**src/rtl/mem_io_pkg.sv**
```systemverilog
// Shared types and constants for the memory/IO access unit.
package mem_io_pkg;

  typedef enum logic [1:0] {
    IDLE,
    MEM_WAIT,
    IO_WAIT,
    DONE
  } mem_io_state_t;

  localparam int          MEM_IO_TIMEOUT_DEFAULT = 255;
  localparam logic [15:0] MEM_IO_FAULT_DATA      = 16'hFFFF;

endpackage

```
**src/rtl/mem_io_unit_if.sv**
```systemverilog
// Execute-side request/retire signals plus the memory and IO bus handshakes.
// master: the access unit; slave: execute stage and bus targets.
interface mem_io_unit_if;

  logic        req_valid;
  logic        req_we;
  logic        req_io;
  logic [15:0] req_addr;
  logic [15:0] req_wdata;
  logic        stall;
  logic        done;
  logic        fault;
  logic [15:0] rdata_mem;
  logic [15:0] rdata_io;

  logic        mem_req;
  logic        mem_we;
  logic [15:0] mem_addr;
  logic [15:0] mem_wdata;
  logic [15:0] mem_rdata;
  logic        mem_ack;

  logic        io_req;
  logic        io_we;
  logic [15:0] io_addr;
  logic [15:0] io_wdata;
  logic [15:0] io_rdata;
  logic        io_ack;

  modport master (
    input  req_valid, req_we, req_io, req_addr, req_wdata,
    output stall, done, fault, rdata_mem, rdata_io,
    output mem_req, mem_we, mem_addr, mem_wdata,
    input  mem_rdata, mem_ack,
    output io_req, io_we, io_addr, io_wdata,
    input  io_rdata, io_ack
  );

  modport slave (
    output req_valid, req_we, req_io, req_addr, req_wdata,
    input  stall, done, fault, rdata_mem, rdata_io,
    input  mem_req, mem_we, mem_addr, mem_wdata,
    output mem_rdata, mem_ack,
    input  io_req, io_we, io_addr, io_wdata,
    output io_rdata, io_ack
  );

endinterface

```
**src/rtl/mem_io_timeout_ctr.sv**
```systemverilog
// Bus-wait counter: expired is high on the wait cycle whose edge would bring
// the count up to limit, so the abort lands exactly limit wait cycles in.
module mem_io_timeout_ctr (
  input  logic       clk,
  input  logic       rst,
  input  logic       clear,
  input  logic       enable,
  input  logic [7:0] limit,
  output logic       expired
);

  logic [7:0] count;

  always_ff @(posedge clk) begin
    if (rst || clear) begin
      count <= '0;
    end else if (enable) begin
      count <= count + 8'd1;
    end
  end

  assign expired = enable && (count == limit - 8'd1);

endmodule

```
**src/rtl/mem_io_unit.sv**
```systemverilog
// Load/store unit: runs one access per instruction on the memory or IO bus
// and stalls execute until the ack. Optional bus timeout: MEM_IO_TIMEOUT_EN.
module mem_io_unit
  import mem_io_pkg::*;
#(
  parameter int TIMEOUT_CYCLES = MEM_IO_TIMEOUT_DEFAULT
) (
  input  logic          clk,
  input  logic          rst,
  mem_io_unit_if.master b
);

  mem_io_state_t state;
  logic          accept;
  logic          timeout_hit;

  assign accept  = (state == IDLE) && b.req_valid;
  assign b.stall = accept || (state == MEM_WAIT) || (state == IO_WAIT);

`ifdef MEM_IO_TIMEOUT_EN
  logic wait_enable;

  assign wait_enable = ((state == MEM_WAIT) && !b.mem_ack) ||
                       ((state == IO_WAIT)  && !b.io_ack);

  mem_io_timeout_ctr u_timeout (
    .clk     (clk),
    .rst     (rst),
    .clear   (accept),
    .enable  (wait_enable),
    .limit   (8'(TIMEOUT_CYCLES)),
    .expired (timeout_hit)
  );
`else
  assign timeout_hit = 1'b0;
  assign b.fault     = 1'b0;
`endif

  // The bus output registers double as the captured request: they hold
  // we/addr/wdata steady for the whole wait and tell us load vs store at ack.
  always_ff @(posedge clk) begin
    if (rst) begin
      state       <= IDLE;
      b.done      <= 1'b0;
      b.rdata_mem <= '0;
      b.rdata_io  <= '0;
      b.mem_req   <= 1'b0;
      b.mem_we    <= 1'b0;
      b.mem_addr  <= '0;
      b.mem_wdata <= '0;
      b.io_req    <= 1'b0;
      b.io_we     <= 1'b0;
      b.io_addr   <= '0;
      b.io_wdata  <= '0;
`ifdef MEM_IO_TIMEOUT_EN
      b.fault     <= 1'b0;
`endif
    end else begin
      b.done <= 1'b0;
`ifdef MEM_IO_TIMEOUT_EN
      b.fault <= 1'b0;
`endif
      case (state)
        IDLE: begin
          if (b.req_valid) begin
            if (b.req_io) begin
              state      <= IO_WAIT;
              b.io_req   <= 1'b1;
              b.io_we    <= b.req_we;
              b.io_addr  <= b.req_addr;
              b.io_wdata <= b.req_wdata;
            end else begin
              state       <= MEM_WAIT;
              b.mem_req   <= 1'b1;
              b.mem_we    <= b.req_we;
              b.mem_addr  <= b.req_addr;
              b.mem_wdata <= b.req_wdata;
            end
          end
        end
        MEM_WAIT: begin
          if (b.mem_ack || timeout_hit) begin
            if (!b.mem_we) begin
              b.rdata_mem <= b.mem_ack ? b.mem_rdata : MEM_IO_FAULT_DATA;
            end
            b.mem_req   <= 1'b0;
            b.mem_we    <= 1'b0;
            b.mem_addr  <= '0;
            b.mem_wdata <= '0;
            b.done      <= 1'b1;
            state       <= DONE;
`ifdef MEM_IO_TIMEOUT_EN
            b.fault     <= !b.mem_ack;
`endif
          end
        end
        IO_WAIT: begin
          if (b.io_ack || timeout_hit) begin
            if (!b.io_we) begin
              b.rdata_io <= b.io_ack ? b.io_rdata : MEM_IO_FAULT_DATA;
            end
            b.io_req   <= 1'b0;
            b.io_we    <= 1'b0;
            b.io_addr  <= '0;
            b.io_wdata <= '0;
            b.done     <= 1'b1;
            state      <= DONE;
`ifdef MEM_IO_TIMEOUT_EN
            b.fault    <= !b.io_ack;
`endif
          end
        end
        // req_valid here still belongs to the retiring instruction.
        DONE:    state <= IDLE;
        default: state <= IDLE;
      endcase
    end
  end

endmodule
```
**src/flat_wrapper.sv**
```systemverilog
// flat-port wrapper written by rule: the top's interface ports become plain ports
module mem_io_unit_flat import mem_io_pkg::*;
#(
  parameter int TIMEOUT_CYCLES = MEM_IO_TIMEOUT_DEFAULT
)
  (clk, rst, b_req_valid, b_req_we, b_req_io, b_req_addr, b_req_wdata, b_stall, b_done, b_fault, b_rdata_mem, b_rdata_io, b_mem_req, b_mem_we, b_mem_addr, b_mem_wdata, b_mem_rdata, b_mem_ack, b_io_req, b_io_we, b_io_addr, b_io_wdata, b_io_rdata, b_io_ack);
  mem_io_unit_if b_i ();
  input  logic clk;
  input  logic rst;
  input wire logic [$bits(b_i.req_valid)-1:0] b_req_valid;
  input wire logic [$bits(b_i.req_we)-1:0] b_req_we;
  input wire logic [$bits(b_i.req_io)-1:0] b_req_io;
  input wire logic [$bits(b_i.req_addr)-1:0] b_req_addr;
  input wire logic [$bits(b_i.req_wdata)-1:0] b_req_wdata;
  output wire logic [$bits(b_i.stall)-1:0] b_stall;
  output wire logic [$bits(b_i.done)-1:0] b_done;
  output wire logic [$bits(b_i.fault)-1:0] b_fault;
  output wire logic [$bits(b_i.rdata_mem)-1:0] b_rdata_mem;
  output wire logic [$bits(b_i.rdata_io)-1:0] b_rdata_io;
  output wire logic [$bits(b_i.mem_req)-1:0] b_mem_req;
  output wire logic [$bits(b_i.mem_we)-1:0] b_mem_we;
  output wire logic [$bits(b_i.mem_addr)-1:0] b_mem_addr;
  output wire logic [$bits(b_i.mem_wdata)-1:0] b_mem_wdata;
  input wire logic [$bits(b_i.mem_rdata)-1:0] b_mem_rdata;
  input wire logic [$bits(b_i.mem_ack)-1:0] b_mem_ack;
  output wire logic [$bits(b_i.io_req)-1:0] b_io_req;
  output wire logic [$bits(b_i.io_we)-1:0] b_io_we;
  output wire logic [$bits(b_i.io_addr)-1:0] b_io_addr;
  output wire logic [$bits(b_i.io_wdata)-1:0] b_io_wdata;
  input wire logic [$bits(b_i.io_rdata)-1:0] b_io_rdata;
  input wire logic [$bits(b_i.io_ack)-1:0] b_io_ack;
  assign b_i.req_valid = b_req_valid;
  assign b_i.req_we = b_req_we;
  assign b_i.req_io = b_req_io;
  assign b_i.req_addr = b_req_addr;
  assign b_i.req_wdata = b_req_wdata;
  assign b_stall = b_i.stall;
  assign b_done = b_i.done;
  assign b_fault = b_i.fault;
  assign b_rdata_mem = b_i.rdata_mem;
  assign b_rdata_io = b_i.rdata_io;
  assign b_mem_req = b_i.mem_req;
  assign b_mem_we = b_i.mem_we;
  assign b_mem_addr = b_i.mem_addr;
  assign b_mem_wdata = b_i.mem_wdata;
  assign b_i.mem_rdata = b_mem_rdata;
  assign b_i.mem_ack = b_mem_ack;
  assign b_io_req = b_i.io_req;
  assign b_io_we = b_i.io_we;
  assign b_io_addr = b_i.io_addr;
  assign b_io_wdata = b_i.io_wdata;
  assign b_i.io_rdata = b_io_rdata;
  assign b_i.io_ack = b_io_ack;
  mem_io_unit #(.TIMEOUT_CYCLES(TIMEOUT_CYCLES)) u_core (.clk(clk), .rst(rst), .b(b_i));
endmodule
```
**config.mk**
```make
export PLATFORM = sky130hd
export DESIGN_NAME = mem_io_unit_flat
export DESIGN_NICKNAME = d
export VERILOG_FILES = /design/src/rtl/mem_io_pkg.sv /design/src/rtl/mem_io_unit_if.sv /design/src/rtl/mem_io_timeout_ctr.sv /design/src/rtl/mem_io_unit.sv /design/src/flat_wrapper.sv
export SDC_FILE = /design/constraint.sdc
export NUM_CORES = 1
export LEC_CHECK = 0
export CORE_ASPECT_RATIO = 1.2
export CORE_UTILIZATION = 48
export CTS_CLUSTER_SIZE = 30
export DETAILED_ROUTE_END_ITERATION = 7
export PLACE_DENSITY = 0.9
export SYNTH_ARGS = -nofsm -noshare
export SYNTH_HDL_FRONTEND = slang
export SYNTH_SLANG_ARGS = --single-unit
```
**constraint.sdc**
```tcl
create_clock -name clk -period 5.3 [get_ports clk]
set_input_delay 1.325 -clock clk [delete_from_list [all_inputs] [get_ports clk]]
set_output_delay 1.325 -clock clk [all_outputs]
set_load 0.01 [all_outputs]
```
==> reports/qor.yml <==
run_status: "complete, no violations"
filler_cell_count: 687
ys_types: 30
worstMarginPinSlew_ns: 1.18
die_x_microns: 92.7
ctsHtreeMaxLevel: 3
number_of_vias_per_cell_after_detailed_routing: 5.01
top_achievable_clock_speed_mhz: 252
cp_cell_sequence: "clkdlybuf4s50_1, a211o_1, clkdlybuf4s50_1"
detail_route.wirelength_microns: 11400
yosys_register_bits: 103
wl_per_cell_microns: 15.2
synth_area_sq_um: 4730
number_of_search_and_repair_iterations_in_the_first_detailed_routing_pass: 4
cts_inserted_buffers: 9
worst_ep_arrival_time_ns: 2.65
post_cts.resized_instances: 0
num_io_pins: 174
yosys.cell_count.top_type: "sky130_fd_sc_hd__dfxtp_1"
critPathMaxFanout: 3
layout.nets: 701
clock_tree.buffer_depth: 2
routabilityCongestion: 0.765
synth_nets: 556
power_per_cell_area_nw_per_um2: 489
grt_util_all_layers: 0.217
critical_path_required_ns: 3.97
synth_enable_flop_cells: 0
critical_path.endpoint_type: "output port"
finalSetupViolCount: 0
yosysTopAreaCell: "sky130_fd_sc_hd__dfxtp_1"
hold_path.class: "register to register"
clock_sink_count: 103
final.period_utilization: 0.749
worst_path_most_repeated_cell: "sky130_fd_sc_hd__clkdlybuf4s50_1"
clkSlewWorstSetupHoldPaths_ns: 0.07
post_cts_buffers: 0
floorplan.die.height_microns: 111
cts.root.buffer_cell: "sky130_fd_sc_hd__clkbuf_16"
power.internal_uw: 2200
p_comb_frac: 0.454
swShare: 0.333
largest_net_degree_at_the_start_of_global_routing: 102
grt_pass1_vias: 3649
floorplan.initialDensity: 0.495
yosys_warnings: 0
globalRoute.totalOverflow: 0
dominantRegCellSynth: "sky130_fd_sc_hd__dfxtp_1"
asyncSetResetFlopFracSynth: 0
drive_gt1_frac: 0.192
fin_skew_ns: 0.00773
io_buffers: 172
layout.core_utilization: 0.705
synth_area_per_cell_sq_um: 9.88
synth.top_cell.area_share: 0.436
dpl.hpwl_microns: 7900
dieArea_sq_um: 10300
report.final.slew_viol_count: 0
initial_antenna_violation_count: 0
seq_area_sq_um: 2060
ant_nets: 0
worst_ir_drop_on_vdd_uv: 241
area_delta_synth_final_pct: 42.4
worst_skew_pair.late_latency_ns: 0.35
seq_area_frac_synth: 0.436
fp-row-count: 39
setup_tns_ns: 0
crit_buf_inv: 2
core_region_sq_um: 9560
power.switching_uw: 1100
grt_pass1_wl_microns: 17800
unrepaired_setup_endpoints_after_global_routing: "false"
final-hold-violation-count: 0
share_clk_of_total_power: 0.201
multiInputGateArea_sq_um: 2460
crit_family: "buffers and inverters"
power.sequential.fraction: 0.345
timing.max_slew.rel_slack: 0.215
drt_first_iter_violations: 97
cpMaxStageDelayCell: "sky130_fd_sc_hd__clkdlybuf4s50_1"
post-route-drc-count: 0
synth_top_cells_by_area: "sky130_fd_sc_hd__dfxtp_1, sky130_fd_sc_hd__mux2i_1, sky130_fd_sc_hd__or3b_2"
drv.max_cap_violation_count: 0
syn-instance-count: 479
vias: 3771
startpoint_type: "input pin"
total_leakage_power_uw: 0.00245
fin_crit_ns: 3.97
slowest_cell_delay_on_critical_path_ns: 0.50
timing.setup.critical_path_class: "input pin to output port"
cts_tree: "yes"
post_synth_most_frequent_cells: "sky130_fd_sc_hd__dfxtp_1, sky130_fd_sc_hd__mux2i_1, sky130_fd_sc_hd__or3b_2"
postCtsHoldBufs: 0
==> registers in the layout, summed over array words and instances (netlist names) <==
| register | count |
|---|---|
| u_core.b.io_addr | 16 |
| u_core.b.io_wdata | 16 |
| u_core.b.mem_we | 1 |
| u_core.state | 2 |
| u_core.b.io_we | 1 |
| u_core.b.mem_req | 1 |
| u_core.b.rdata_mem | 16 |
| u_core.b.mem_addr | 16 |
| u_core.b.done | 1 |
| u_core.b.mem_wdata | 16 |
| u_core.b.io_req | 1 |
| u_core.b.rdata_io | 16 |
==> layer usage <==
metal	track usage	wire length, microns	vias to the layer above
met1	0.252	4840	1742
met3	0.0460	750	17
li1	-	-	1885
met4	0.0882	226	0
met2	0.382	5640	127
met5	0	0	-
==> per-stage QoR <==
stage,area (sq um),std cells,hold WS (ns),worst slack [ns],total power (uW)
final,6740,753,0.454,1.33,3300
after global routing,6740,752,0.478,1.28,3460
after CTS,6740,752,0.458,1.33,3330
after detailed placement,6440,736,0.448,1.33,2650
after global placement,6440,736,0.441,1.37,2610
after floorplan,4730,479,0.481,2.34,2020
==> power groups by stage <==
stage                     Clock (uW)  Combinational [uW]  Sequential (uW)
after CTS                        676                1510             1140
after global placement             0                1460             1140
final                            664                1500             1140
after floorplan                    0                 784             1230
after detailed placement           0                1510             1150
after global routing             712                1590             1160
==> cell families (layout without fill, tap and decap cells) <==
| logic type | count (synthesis) | after routing | synth area share |
|---|---|---|---|
| AO/OA/AOI/OAI | 37 | 37 | 0.0468 |
| adder cells (fa/ha/maj) | 6 | 6 | 0.0159 |
| multiplexers | 71 | 71 | 0.152 |
| buffers and inverters | 45 | 195 | 0.0473 |
| flip-flops | 103 | 103 | 0.436 |
| other | 1 | 2 | 0.000792 |
| AND/OR/NAND/NOR | 216 | 216 | 0.302 |
==> path summary, 6_finish.rpt <==
path / endpoint / start / cells past startpoint / slack (ns)
hold / removal: u_core.b.rdata_mem[2] / u_core.b.rdata_mem[2] / 2 / 0.45
setup reg to reg: u_core.b.io_addr[15] / u_core.state[0] / 6 / 1.97
hold reg to reg: u_core.b.rdata_mem[2] / u_core.b.rdata_mem[2] / 2 / 0.45
setup / recovery: b_stall / b_req_valid / 3 / 1.33
==> worst min-delay path, delay by kind of cell, from the launching register on <==
kind             cells  cell delay, ns
flip-flops           1            0.31
AND/OR/NAND/NOR      1            0.05
AO/OA/AOI/OAI        1            0.05
==> cells in the final DEF (no fill, tap or decap), types with 2 or more instances in the layout <==
| master | count |
|---|---|
| sky130_fd_sc_hd__clkdlybuf4s50_1 | 171 |
| sky130_fd_sc_hd__dfxtp_1 | 103 |
| sky130_fd_sc_hd__mux2i_1 | 68 |
| sky130_fd_sc_hd__or3b_2 | 66 |
| sky130_fd_sc_hd__nand2_1 | 64 |
| sky130_fd_sc_hd__nand2b_1 | 41 |
| sky130_fd_sc_hd__a21oi_1 | 32 |
| sky130_fd_sc_hd__or2b_2 | 27 |
| sky130_fd_sc_hd__clkbuf_16 | 9 |
| sky130_fd_sc_hd__nor2_1 | 7 |
| sky130_fd_sc_hd__ha_1 | 6 |
| sky130_fd_sc_hd__buf_4 | 5 |
| sky130_fd_sc_hd__inv_1 | 3 |
| sky130_fd_sc_hd__nor2b_1 | 3 |
| sky130_fd_sc_hd__clkinv_4 | 3 |
| sky130_fd_sc_hd__nor2b_4 | 2 |
| sky130_fd_sc_hd__and3b_1 | 2 |
| sky130_fd_sc_hd__nand3b_1 | 2 |
| sky130_fd_sc_hd__mux2_2 | 2 |
| sky130_fd_sc_hd__clkinvlp_4 | 2 |
==> area by class of cell <==
class / instances / area share
inverters: 3 / 0.00167
clock inverters: 6 / 0.0106
repair buffers: 176 / 0.260
flip-flops and latches: 103 / 0.306
diodes: 1 / 0.000371
multi-input cells: 331 / 0.365
well taps: 123 / 0.0228
clock buffers: 10 / 0.0340
(Power assumes the default switching activity.)
==> RTL change: new RTL, same settings <==
The 4 states of `mem_io_state_t` get a one-hot encoding in 4 bits.
--- a/src/rtl/mem_io_pkg.sv
+++ b/src/rtl/mem_io_pkg.sv
@@ -1,11 +1,11 @@
 // Shared types and constants for the memory/IO access unit.
 package mem_io_pkg;
 
-  typedef enum logic [1:0] {
-    IDLE,
-    MEM_WAIT,
-    IO_WAIT,
-    DONE
+  typedef enum logic [3:0] {
+    IDLE     = 4'b0001,
+    MEM_WAIT = 4'b0010,
+    IO_WAIT  = 4'b0100,
+    DONE     = 4'b1000
   } mem_io_state_t;
 
   localparam int          MEM_IO_TIMEOUT_DEFAULT = 255;
Function: no difference found for any inputs over 4 cycles, from zero or initial values and one cycle with rst high; so few cycles prove little.
==> RTL change against the original RTL <==
Sequential cell count rose by 2. Clock skew rose by 0.0017 ns. Cell count fell by 0.66%. Register-to-register slack improved by 0.82 ns. Routed wire length rose by 4.7%. Area after synthesis fell by 4.3%. Count of clock-buffer cells in the layout did not move. Final area fell by 5.5%. Critical path type unchanged. Maximum frequency fell by 3.5%. Worst setup slack got worse by 0.15 ns.
Power is not compared: it rests on default switching activity, and its combinational part moved more than twofold at a synthesized area within 25%.
==> RTL change: results (changes against the original RTL) <==
Outcome
  – Run status: completed

Critical path
  – Worst reg2reg setup slack: 2.79 ns (+0.82 ns)
  – Worst Path Arrival: 2.79 ns (+0.14 ns)
  – Logic depth of the worst register-to-register path: 4 (-2)
  – Worst r2r dst: u_core.b.io_wdata[7]$_SDFFE_PP0P_
  – Top fanout value on the critical path: 3 (unchanged)
  – Worst R2R Start: u_core.state[0]$_SDFFE_PP1P_

Global routing
  – Total global-route track usage: 24.1% (+2.4 points)
  – Vias in the first global route: 4,035 (+11%)
  – Maximum number of pins on one net before global-route repair: 89 (-13%)

Yosys
  – Post-Synthesis Cells: 485 (+1.3%)
  – Part of the Yosys area used for sequential elements: 46.4% (+2.8 points)
  – Number of distinct library cell variants in the gate-level netlist after synthesis: 41 (+37%)
  – Most common library cells after synthesis: dfxtp_1 (105), inv_1 (67), nand2_1 (65)
  – Area share of the largest cell type after synthesis: 46.4% (+2.8 points)
  – Most area-consuming cells after synthesis: dfxtp_1 (46%), o41ai_1 (6.2%), inv_1 (5.6%)

STA
  – Worst slew slack as a fraction of its limit: 20.4% (-1.0 points)
  – Minimum period implied by the final worst setup slack: 4.12 ns (+0.146 ns)
  – Final hold slack: 0.465 ns (+0.0111 ns)
  – Layout Skew: 0.00940 ns (+0.00167 ns)

Layout
  – # diodes: 0 (-1)
  – Nets@finish: 694 (-1.0%)
  – Layout cell share with drive strength beyond 1: 8.12% (-11 points)

Placed design
  – Placed wire-length estimate: 8.27 mm (+4.7%)
  – Minimum setup slack after placement: 1.19 ns (-0.145 ns)
  – Routability Congestion: 0.803 (+5.0%)
  – Placed insts: 732 (-0.54%)
  – Area of placed instances: 6140 um^2 (-4.5%)

Clock network
  – Root buffer selected by CTS: clkbuf_8
  – Clock transition time at the flip-flop clock pins of the worst setup and hold paths: 0.10 ns (+0.03 ns)
  – Worst-skew pair later-pin latency: 0.38 ns (+0.03 ns)

Routing
  – Drt total wl: 12.0 mm (+4.7%)
  – Via/cell ratio: 5.56 (+11%)
  – Detailed Route Iter0 Violations: 137 (+41%)
  – Routed vias: 4,158 (+10%)
  – DRT Pass-1 Iters: 5 (+1)

Pwr
  – Pleak: 2.12 nW

Hold path
  – Startpoint of the worst hold path: u_core.b.rdata_io[12]$_SDFFE_PP0P_
==> RTL change: final cells by class <==
type | count | area (um^2)
multi-input cells | 259 | 1860
flip-flops and latches | 105 | 2100
repair buffers | 180 | 1780
clock buffers | 10 | 138
fillers | 693 | 2710
inverters | 68 | 255
clock inverters | 6 | 90.1
well taps | 120 | 150
==> RTL change: cells by family after synthesis <==
family                    after synthesis  share of synthesized area (%)
AOI/OAI and AO/OA                     107                           21.1
xor gates and xnor gates                1                          0.193
buffers and inverters                 121                           12.8
DFF                                   105                           46.4
muxes                                  16                           3.54
other                                   1                         0.0828
and+or+nand+nor                       134                           15.9
==> RTL change: layer usage <==
metal	share of wire [%]	routed length (um)	GRT usage, %
met1	39	4700	27.2
met2	50	5990	41.2
met3	8.1	965	6.96
met4	2.6	317	12.9
met5	0	0	0
==> RTL change: power breakdown <==
group / internal (mW) / switching (mW) / leakage [nW]
combinational: 0.141 / 0.135 / 1.16
sequential: 0.820 / 0.0224 / 0.853
clock: 0.281 / 0.277 / 0.113
